### src/rtl/mips_pkg.sv
// Shared types and constants for the MIPS pipeline hazard control slice.
package mips_pkg;

  typedef enum logic [1:0] {
    IDLE = 2'd0,
    BUSY = 2'd1,
    DONE = 2'd2
  } md_state_e;

  localparam logic [4:0] REG_ZERO = 5'd0;
  localparam int         MD_CNT_W = 6;

endpackage

### src/rtl/md_sequencer.sv
// Mul/div occupancy sequencer: counts the unit latency and strobes the HI/LO write.
//
// state | meaning
// IDLE  | unit free, waiting for an accepted start from E
// BUSY  | operation in flight, md_cnt counting down to 0
// DONE  | result written to HI/LO this cycle (hilo_we=1)
module md_sequencer
  import mips_pkg::*;
#(
  parameter int MUL_LAT = 4,
  parameter int DIV_LAT = 32
) (
  input  logic clk,
  input  logic reset_n,
  input  logic start,
  input  logic mdop,
  output logic md_busy,
  output logic hilo_we
);

  localparam logic [MD_CNT_W-1:0] MUL_LOAD = MD_CNT_W'(MUL_LAT - 2);
  localparam logic [MD_CNT_W-1:0] DIV_LOAD = MD_CNT_W'(DIV_LAT - 2);

  md_state_e             state_q, state_d;
  logic [MD_CNT_W-1:0]   md_cnt_q, md_cnt_d;

  always_ff @(posedge clk or negedge reset_n) begin
    if (!reset_n) begin
      state_q  <= IDLE;
      md_cnt_q <= '0;
    end else begin
      state_q  <= state_d;
      md_cnt_q <= md_cnt_d;
    end
  end

  always_comb begin
    state_d  = state_q;
    md_cnt_d = md_cnt_q;
    unique case (state_q)
      IDLE: begin
        if (start) begin
          state_d  = BUSY;
          md_cnt_d = mdop ? DIV_LOAD : MUL_LOAD;
        end
      end
      BUSY: begin
        if (md_cnt_q == '0) state_d = DONE;
        else                md_cnt_d = md_cnt_q - 1'b1;
      end
      DONE:    state_d = IDLE;
      default: state_d = IDLE;
    endcase
  end

  assign md_busy = (state_q != IDLE);
  assign hilo_we = (state_q == DONE);

endmodule

### src/rtl/hazard_controller.sv
// Hazard sequencer: detects hazards forwarding cannot cover and drives pipeline stall/flush enables.
module hazard_controller
  import mips_pkg::*;
#(
  parameter int MUL_LAT = 4,
  parameter int DIV_LAT = 32,
  parameter int CNT_W   = 32
) (
  input  logic             clk,
  input  logic             reset_n,
  input  logic [4:0]       rsD,
  input  logic [4:0]       rtD,
  input  logic             branchD,
  input  logic             mdstartD,
  input  logic             hiloreadD,
  input  logic             regwriteE,
  input  logic             memtoregE,
  input  logic [4:0]       writeregE,
  input  logic             mdstartE,
  input  logic             mdopE,
  input  logic             memtoregM,
  input  logic             regwriteM,
  input  logic [4:0]       writeregM,
  input  logic             memreqM,
  input  logic             memackM,
  output logic             stallF,
  output logic             stallD,
  output logic             stallE,
  output logic             stallM,
  output logic             flushE,
  output logic             flushW,
  output logic             md_busy,
  output logic             hilo_we,
  output logic [CNT_W-1:0] stall_cycles
);

  logic match_e, match_m;
  logic lwstall, brstall, mdstall, memstall;
  logic md_hazard;
  logic unused_regwrite_m;
  logic [CNT_W-1:0] stall_cycles_q, stall_cycles_d;

  assign unused_regwrite_m = regwriteM;

  // Register 0 is hardwired, so a zero destination never conflicts.
  assign match_e = (writeregE != REG_ZERO) && ((writeregE == rsD) || (writeregE == rtD));
  assign match_m = (writeregM != REG_ZERO) && ((writeregM == rsD) || (writeregM == rtD));

  assign md_hazard = md_busy | mdstartE;
  assign lwstall   = memtoregE & match_e;
  assign brstall   = branchD & ((regwriteE & match_e) | (memtoregM & match_m));
  assign mdstall   = (hiloreadD | mdstartD) & md_hazard;
  assign memstall  = memreqM & ~memackM;

  // A memory wait freezes everything including E, so E must not be flushed.
  always_comb begin
    stallF = 1'b0;
    stallD = 1'b0;
    stallE = 1'b0;
    stallM = 1'b0;
    flushE = 1'b0;
    flushW = 1'b0;
    if (memstall) begin
      stallF = 1'b1;
      stallD = 1'b1;
      stallE = 1'b1;
      stallM = 1'b1;
      flushW = 1'b1;
    end else if (lwstall | brstall | mdstall) begin
      stallF = 1'b1;
      stallD = 1'b1;
      flushE = 1'b1;
    end
  end

  md_sequencer #(
    .MUL_LAT (MUL_LAT),
    .DIV_LAT (DIV_LAT)
  ) u_md_sequencer (
    .clk     (clk),
    .reset_n (reset_n),
    .start   (mdstartE & ~memstall),
    .mdop    (mdopE),
    .md_busy (md_busy),
    .hilo_we (hilo_we)
  );

  always_comb begin
    stall_cycles_d = stall_cycles_q;
    if (stallD && (stall_cycles_q != {CNT_W{1'b1}})) stall_cycles_d = stall_cycles_q + 1'b1;
  end

  always_ff @(posedge clk or negedge reset_n) begin
    if (!reset_n) stall_cycles_q <= '0;
    else          stall_cycles_q <= stall_cycles_d;
  end

  assign stall_cycles = stall_cycles_q;

endmodule

### config.mk
export PLATFORM = sky130hd
export DESIGN_NAME = hazard_controller
export DESIGN_NICKNAME = d
export VERILOG_FILES = /design/src/rtl/mips_pkg.sv /design/src/rtl/md_sequencer.sv /design/src/rtl/hazard_controller.sv
export SDC_FILE = /design/constraint.sdc
export NUM_CORES = 1
export LEC_CHECK = 0
export BUFFER_PORTS_ARGS = -buffer_cell sky130_fd_sc_hd__buf_2
export CAP_MARGIN = 0
export CORE_MARGIN = 4
export CORE_UTILIZATION = 53
export CTS_BUF_LIST = sky130_fd_sc_hd__clkbuf_4
export CTS_CLUSTER_DIAMETER = 50
export DETAILED_ROUTE_END_ITERATION = 7
export PLACE_DENSITY = 0.83
export SLEW_MARGIN = 10
export SYNTH_ARGS = -nofsm -noshare
export SYNTH_HDL_FRONTEND = slang
export SYNTH_SLANG_ARGS = --single-unit
### constraint.sdc
create_clock -name clk -period 3 [get_ports clk]
set_input_delay 0.6 -clock clk [delete_from_list [all_inputs] [get_ports clk]]
set_output_delay 0.6 -clock clk [all_outputs]
set_load 0.02 [all_outputs]
==> results of run 1 <==
==> area by class of cell <==
type / count / area (um2) / area share
clock inverter: 2 / 35.0 / 0.0127
multi-input combinational: 185 / 1210 / 0.440
inverter: 6 / 22.5 / 0.00817
tap: 50 / 62.6 / 0.0227
sequential: 40 / 1000 / 0.363
timing repair buffer: 74 / 378 / 0.137
clock buffer: 6 / 45.0 / 0.0163
==> per-layer routing <==
layer  track usage  wire, um  up-vias
met2         0.315      2520       65
met1         0.259      2160      928
li1              -         -      963
met3        0.0397       278        9
met4        0.0765        82        0
met5             0         0        -
==> cell families after synthesis <==
| logic type | Yosys count |
|---|---|
| adders and majority gates | 3 |
| muxes | 1 |
| DFF | 40 |
| xor gates and xnor gates | 52 |
| AOI/OAI and AO/OA | 19 |
| buffers and inverters | 13 |
| and+or+nand+nor | 110 |
==> metrics by stage <==
step	total power, uW	setup WS [ns]	std cells
floorplan	1180	0.277	238
global placement	1340	0.309	355
detailed placement	1370	0.276	355
CTS	1730	0.371	363
global route	1830	0.234	363
finish	1710	0.362	363
==> synth_stat cells, drive strengths merged (2+ instances only) <==
library cell / n
xor2: 41
and4: 2
ha: 3
dfrtp: 40
nand4: 11
nand2: 26
nand3: 9
nor2: 21
nor3: 15
buf: 7
o21ai: 7
or2: 2
o211ai: 2
nor2b: 2
a22oi: 3
nor3b: 2
inv: 6
a21oi: 3
or4: 3
nor4: 5
xnor2: 11
nand2b: 2
and3: 7
==> sequential cells by signal, summed over array words and instances (netlist names) <==
signal                   flops
stall_cycles                32
u_md_sequencer.md_cnt_q      6
u_md_sequencer.state_q       2
==> worst paths after layout <==
kind                             startpoint                          to  slack, ns  depth (start not counted)
hold reg to reg            stall_cycles[26]            stall_cycles[26]       0.49                          1
min in group clk                      mdopE  u_md_sequencer.md_cnt_q[2]       0.49                          3
setup reg to reg           stall_cycles[17]            stall_cycles[11]       0.54                          7
hold / removal                      reset_n            stall_cycles[31]       0.35                          1
max in group asynchronous           reset_n            stall_cycles[11]       2.10                          1
setup / recovery               writeregE[1]                      stallF       0.36                          7
==> power by group through the flow <==
stage	registers [uW]	logic (uW)	clock network [uW]
2_1_floorplan	806	370	0
3_3_place_gp	755	584	0
3_5_place_dp	762	606	0
4_1_cts	753	607	369
5_1_grt	773	670	388
6_report	755	599	359
==> run metrics, run 1 <==
Finished Cell Area 2760 um2; final hold vios 0; DR pass1 iterations 5; Tmin final 2.64 ns; main combinational cell family by area after synthesis simple AND/OR/NAND/NOR gates; worst hold margin 0.352 ns; Netlist cell types 42; global-route wire length before repair 8.34 mm; gr usage total 0.196; Area contributors post-synth dfrtp_1, xor2_1, xnor2_1; Port Buffers 71; vias in the first global route 1873; Fmax 379 MHz; Switch Pwr 652 uW; H-tree levels 2; Peak VDD IR 0.524 mV; commonest non-fill, non-tap cell in the layout buf_2; Top FF cell, synth dfrtp_1; Yosys top cell by area dfrtp_1; GRT overflow 0; clk root buf clkbuf_4; CP cell instances buf_2 > or4_1 > o21ai_0 > o21ai_1 > nor2_1 > inv_1 > buf_2; Post-CTS Setup Inserts 0; area of the mapped netlist 2300 um2; Worst path max stage delay 0.51 ns; WL/cell 13.9 um; Synth Area in XOR/XNOR 0.198; post-synthesis async set-or-reset flop share 1.00; # nets final 348; Pint 1060 uW; Cells after Synth 238; syn nets 274; Placer Congestion 0.813; DRC 0; vias 1965; n_diodes 0; critical-path maximum fanout 3; Synth Area per Inst 9.65 um2; Power Density 621 nW/um2; dpl hpwl 3.92 mm; Die X-Extent 73.8 um; RSZ-0062 raised after global routing no; Worst-path clk slew 0.12 ns; final core occ 0.675; Compound-Gate Fraction of Synth Area 0.0529; Period Utilization, post-route 0.879; Core Region 4090 um2; Area after DPL 2680 um2; mux cell area share after synthesis 0.00436; CP endpoint kind output port; share of cells above drive strength 1 0.294; Comb pwr share 0.350; full die area 5450 um2; post-route ant nets 0; Reg power frac 0.441; initial antenna violation count 0; Area growth, synth to finish 20.1%; cts bufs inserted 5; CTS max path bufs 2; EDFF count, synth 0; Worst EP required 2.40 ns; Lkg Pwr 0.00145 uW; worst slew pin tran 0.876 ns; Post-Synth Adder-Cell Area 0.0163; Ports 73; Ys Warns 0; Max Transition Viols Final 0; Setup crit start kind input pin; Hold Path Class in -> async; cts hold-fix bufs 0; DRT iter0 DRCs 109; slowest CP cell or4_1; DR vias/cell 5.41; final setup fails 0; most used cell, CP buf_2; crit-path leading delay family simple AND/OR/NAND/NOR gates; largest net degree at the start of global routing 41; CTS tree done; register area share after synthesis 0.436; # Max-Cap Violations 0; setup TNS 0 ns; Simple-Gate Fraction of Synth Area 0.257; site row count 23; DIE HEIGHT 73.8 um; status finished, final reports clean; clk_lat worst skew 0.35 ns; TritonCTS Sinks 40; final worst clock skew 0.00606 ns; final wirelength 5.04 mm; Sw Share 0.380; Initial Utilization 0.562; normalized max-slew margin 0.416; share of total power in the clock network 0.210; Fillers 353; post-CTS sizing 0; post-synthesis register bit count 40; Arrival @ worst endpoint 2.04 ns; Setup Crit Path Kind in -> out; Yosys top cell area share 0.436; CP bufs+invs 3; most frequent cells in the layout buf_2, xor2_1, dfrtp_1
Note: power is estimated with default switching activity, not from simulation.
==> run 2, diff against run 1 <==
Settings changed: GPL_TIMING_DRIVEN from default to 0.
==> run 2 against run 1 <==
Against the previous run: register-to-register slack worse by 0.08 ns; non-clock buffer count up 4; fmax down 8.6%; largest cell class unchanged.
==> run metrics, run 2 (synthesis results as in run 1) <==
status finished, final reports clean; DR vias/cell 5.54 (+2.3%); Arrival @ worst endpoint 2.29 ns (+0.25 ns); RSZ-0062 raised after global routing no; cts bufs inserted 5 (unchanged); multi-input combinational cell area 1220 um2 (+0.62%); normalized max-slew margin 0.410 (-0.00646); final setup fails 0 (unchanged); fin cells 367 (+1.1%); Initial Utilization 0.562 (unchanged); critical-path maximum fanout 7 (+4); DIE HEIGHT 73.8 um (unchanged); H-tree levels 2 (unchanged); global-route wire length before repair 8.86 mm (+6.2%); Power Density 616 nW/um2 (-0.81%); Setup crit start kind input pin; commonest non-fill, non-tap cell in the layout buf_2; site row count 23 (unchanged); register area 1000 um2 (unchanged); final core occ 0.684 (+0.00949); most frequent cells in the layout buf_2, xor2_1, dfrtp_1; Reg2Reg Capture Point stall_cycles[25]; Area growth, synth to finish 21.8%; initial antenna violation count 0 (unchanged); Port Buffers 71 (unchanged); vias 2033 (+3.5%); Final WS setup 0.114 ns (-0.247 ns); gr usage total 0.209 (+0.0134); Finished Cell Area 2800 um2 (+1.4%); Core Region 4090 um2 (unchanged); Tmin final 2.89 ns (+0.247 ns); Worst-path clk slew 0.13 ns (about the same); CTS max path bufs 2 (unchanged); DRT iter0 DRCs 114 (+4.6%); Max Transition Viols Final 0 (unchanged); post-route ant nets 0 (unchanged); r2r setup slk 0.46 ns (-0.08 ns); Setup Crit Path Kind in -> out; Area after DPL 2710 um2 (+1.4%); # Max-Cap Violations 0 (unchanged); # nets final 352 (+1.1%); CTS tree done; n_diodes 0 (unchanged); CP endpoint kind output port; final hold vios 0 (unchanged); WL/cell 14.8 um (+6.4%); final worst clock skew 0.0241 ns (+0.0181 ns); Worst EP required 2.40 ns (about the same); clk root buf clkbuf_4; DR pass1 iterations 4 (-1); dpl hpwl 4.15 mm (+5.9%); full die area 5450 um2 (unchanged); DRC 0 (unchanged); share of cells above drive strength 1 0.300 (+0.00575); Hold Path Class in -> async; Die X-Extent 73.8 um (unchanged); TritonCTS Sinks 40 (unchanged); final wirelength 5.42 mm (+7.6%); pre-CTS setup slack -0.159 ns (-0.434 ns); Lkg Pwr 0.00146 uW (+1.1%); Ports 73 (unchanged); clk_lat worst skew 0.36 ns (about the same); Fillers 338 (-4.2%); largest net degree at the start of global routing 41 (unchanged); Period Utilization, post-route 0.962 (+0.0824); vias in the first global route 1932 (+3.2%); Peak VDD IR 0.516 mV (-1.6%); dpl cells 359 (+1.1%); Placer Congestion 0.782 (-3.7%); GRT overflow 0 (unchanged); Fmax 347 MHz (-8.6%); RR Startpoint stall_cycles[0]; max FFs per register 32 (unchanged); worst slew pin tran 0.885 ns (+0.00969 ns); reg2reg path depth 9 (+2)
run 2: worst max-delay path, stage by stage:
cell     delay [ns]
buf_2          0.13
or4_1          0.52
o21ai_0        0.27
o21ai_1        0.19
nor2_4         0.22
inv_1          0.08
buf_4          0.13
buf_2          0.14
run 2: stage by stage:
| stage | total power, uW | TNS [ns] | hold slack [ns] |
|---|---|---|---|
| 5_1_grt | 1830 | 0 | 0.395 |
| 2_1_floorplan | 1180 | 0 | 0.304 |
| 4_1_cts | 1730 | 0 | 0.370 |
| 6_report | 1720 | 0 | 0.338 |
| 3_5_place_dp | 1380 | -0.208 | 0.488 |
| 3_3_place_gp | 1350 | -0.0507 | 0.470 |
run 2: layout make-up:
class                   instances  area share
clock buffers                   5      0.0134
well taps                      50      0.0224
repair buffers                 71       0.127
inverters                       6     0.00805
multi-input cells             185       0.437
plain buffers                   7      0.0210
flip-flops and latches         40       0.358
clock inverters                 3      0.0134
run 2: layer usage:
layer / routed length [um] / GRT usage
met1: 2250 / 0.272
met4: 59 / 0.0765
met5: 0 / 0
met2: 2880 / 0.347
met3: 231 / 0.0383
run 2: what timing repair did:
item	in CTS	in global routing
hold buffers	0	0
hold endpoints to repair	0	0
resized for setup	1	1
endpoints found under the setup margin	2	1
buffers inserted	0	0
run 2: how the worst max path moves through the flow:
stage                             from      to  slack [ns]  cells past startpoint
after global placement    writeregM[1]  stallF       -0.05                      8
after global routing      writeregE[1]  stallF        0.02                      8
final                     writeregE[1]  stallF        0.11                      8
after floorplan           writeregE[1]  stallF        0.28                      6
after CTS                 writeregE[1]  stallF       0.009                      8
after detailed placement  writeregE[1]  stallF       -0.16                      8
run 2: power breakdown:
part           switching, uW  internal [uW]
clock network            179            170
logic                    375            247
registers                110            643
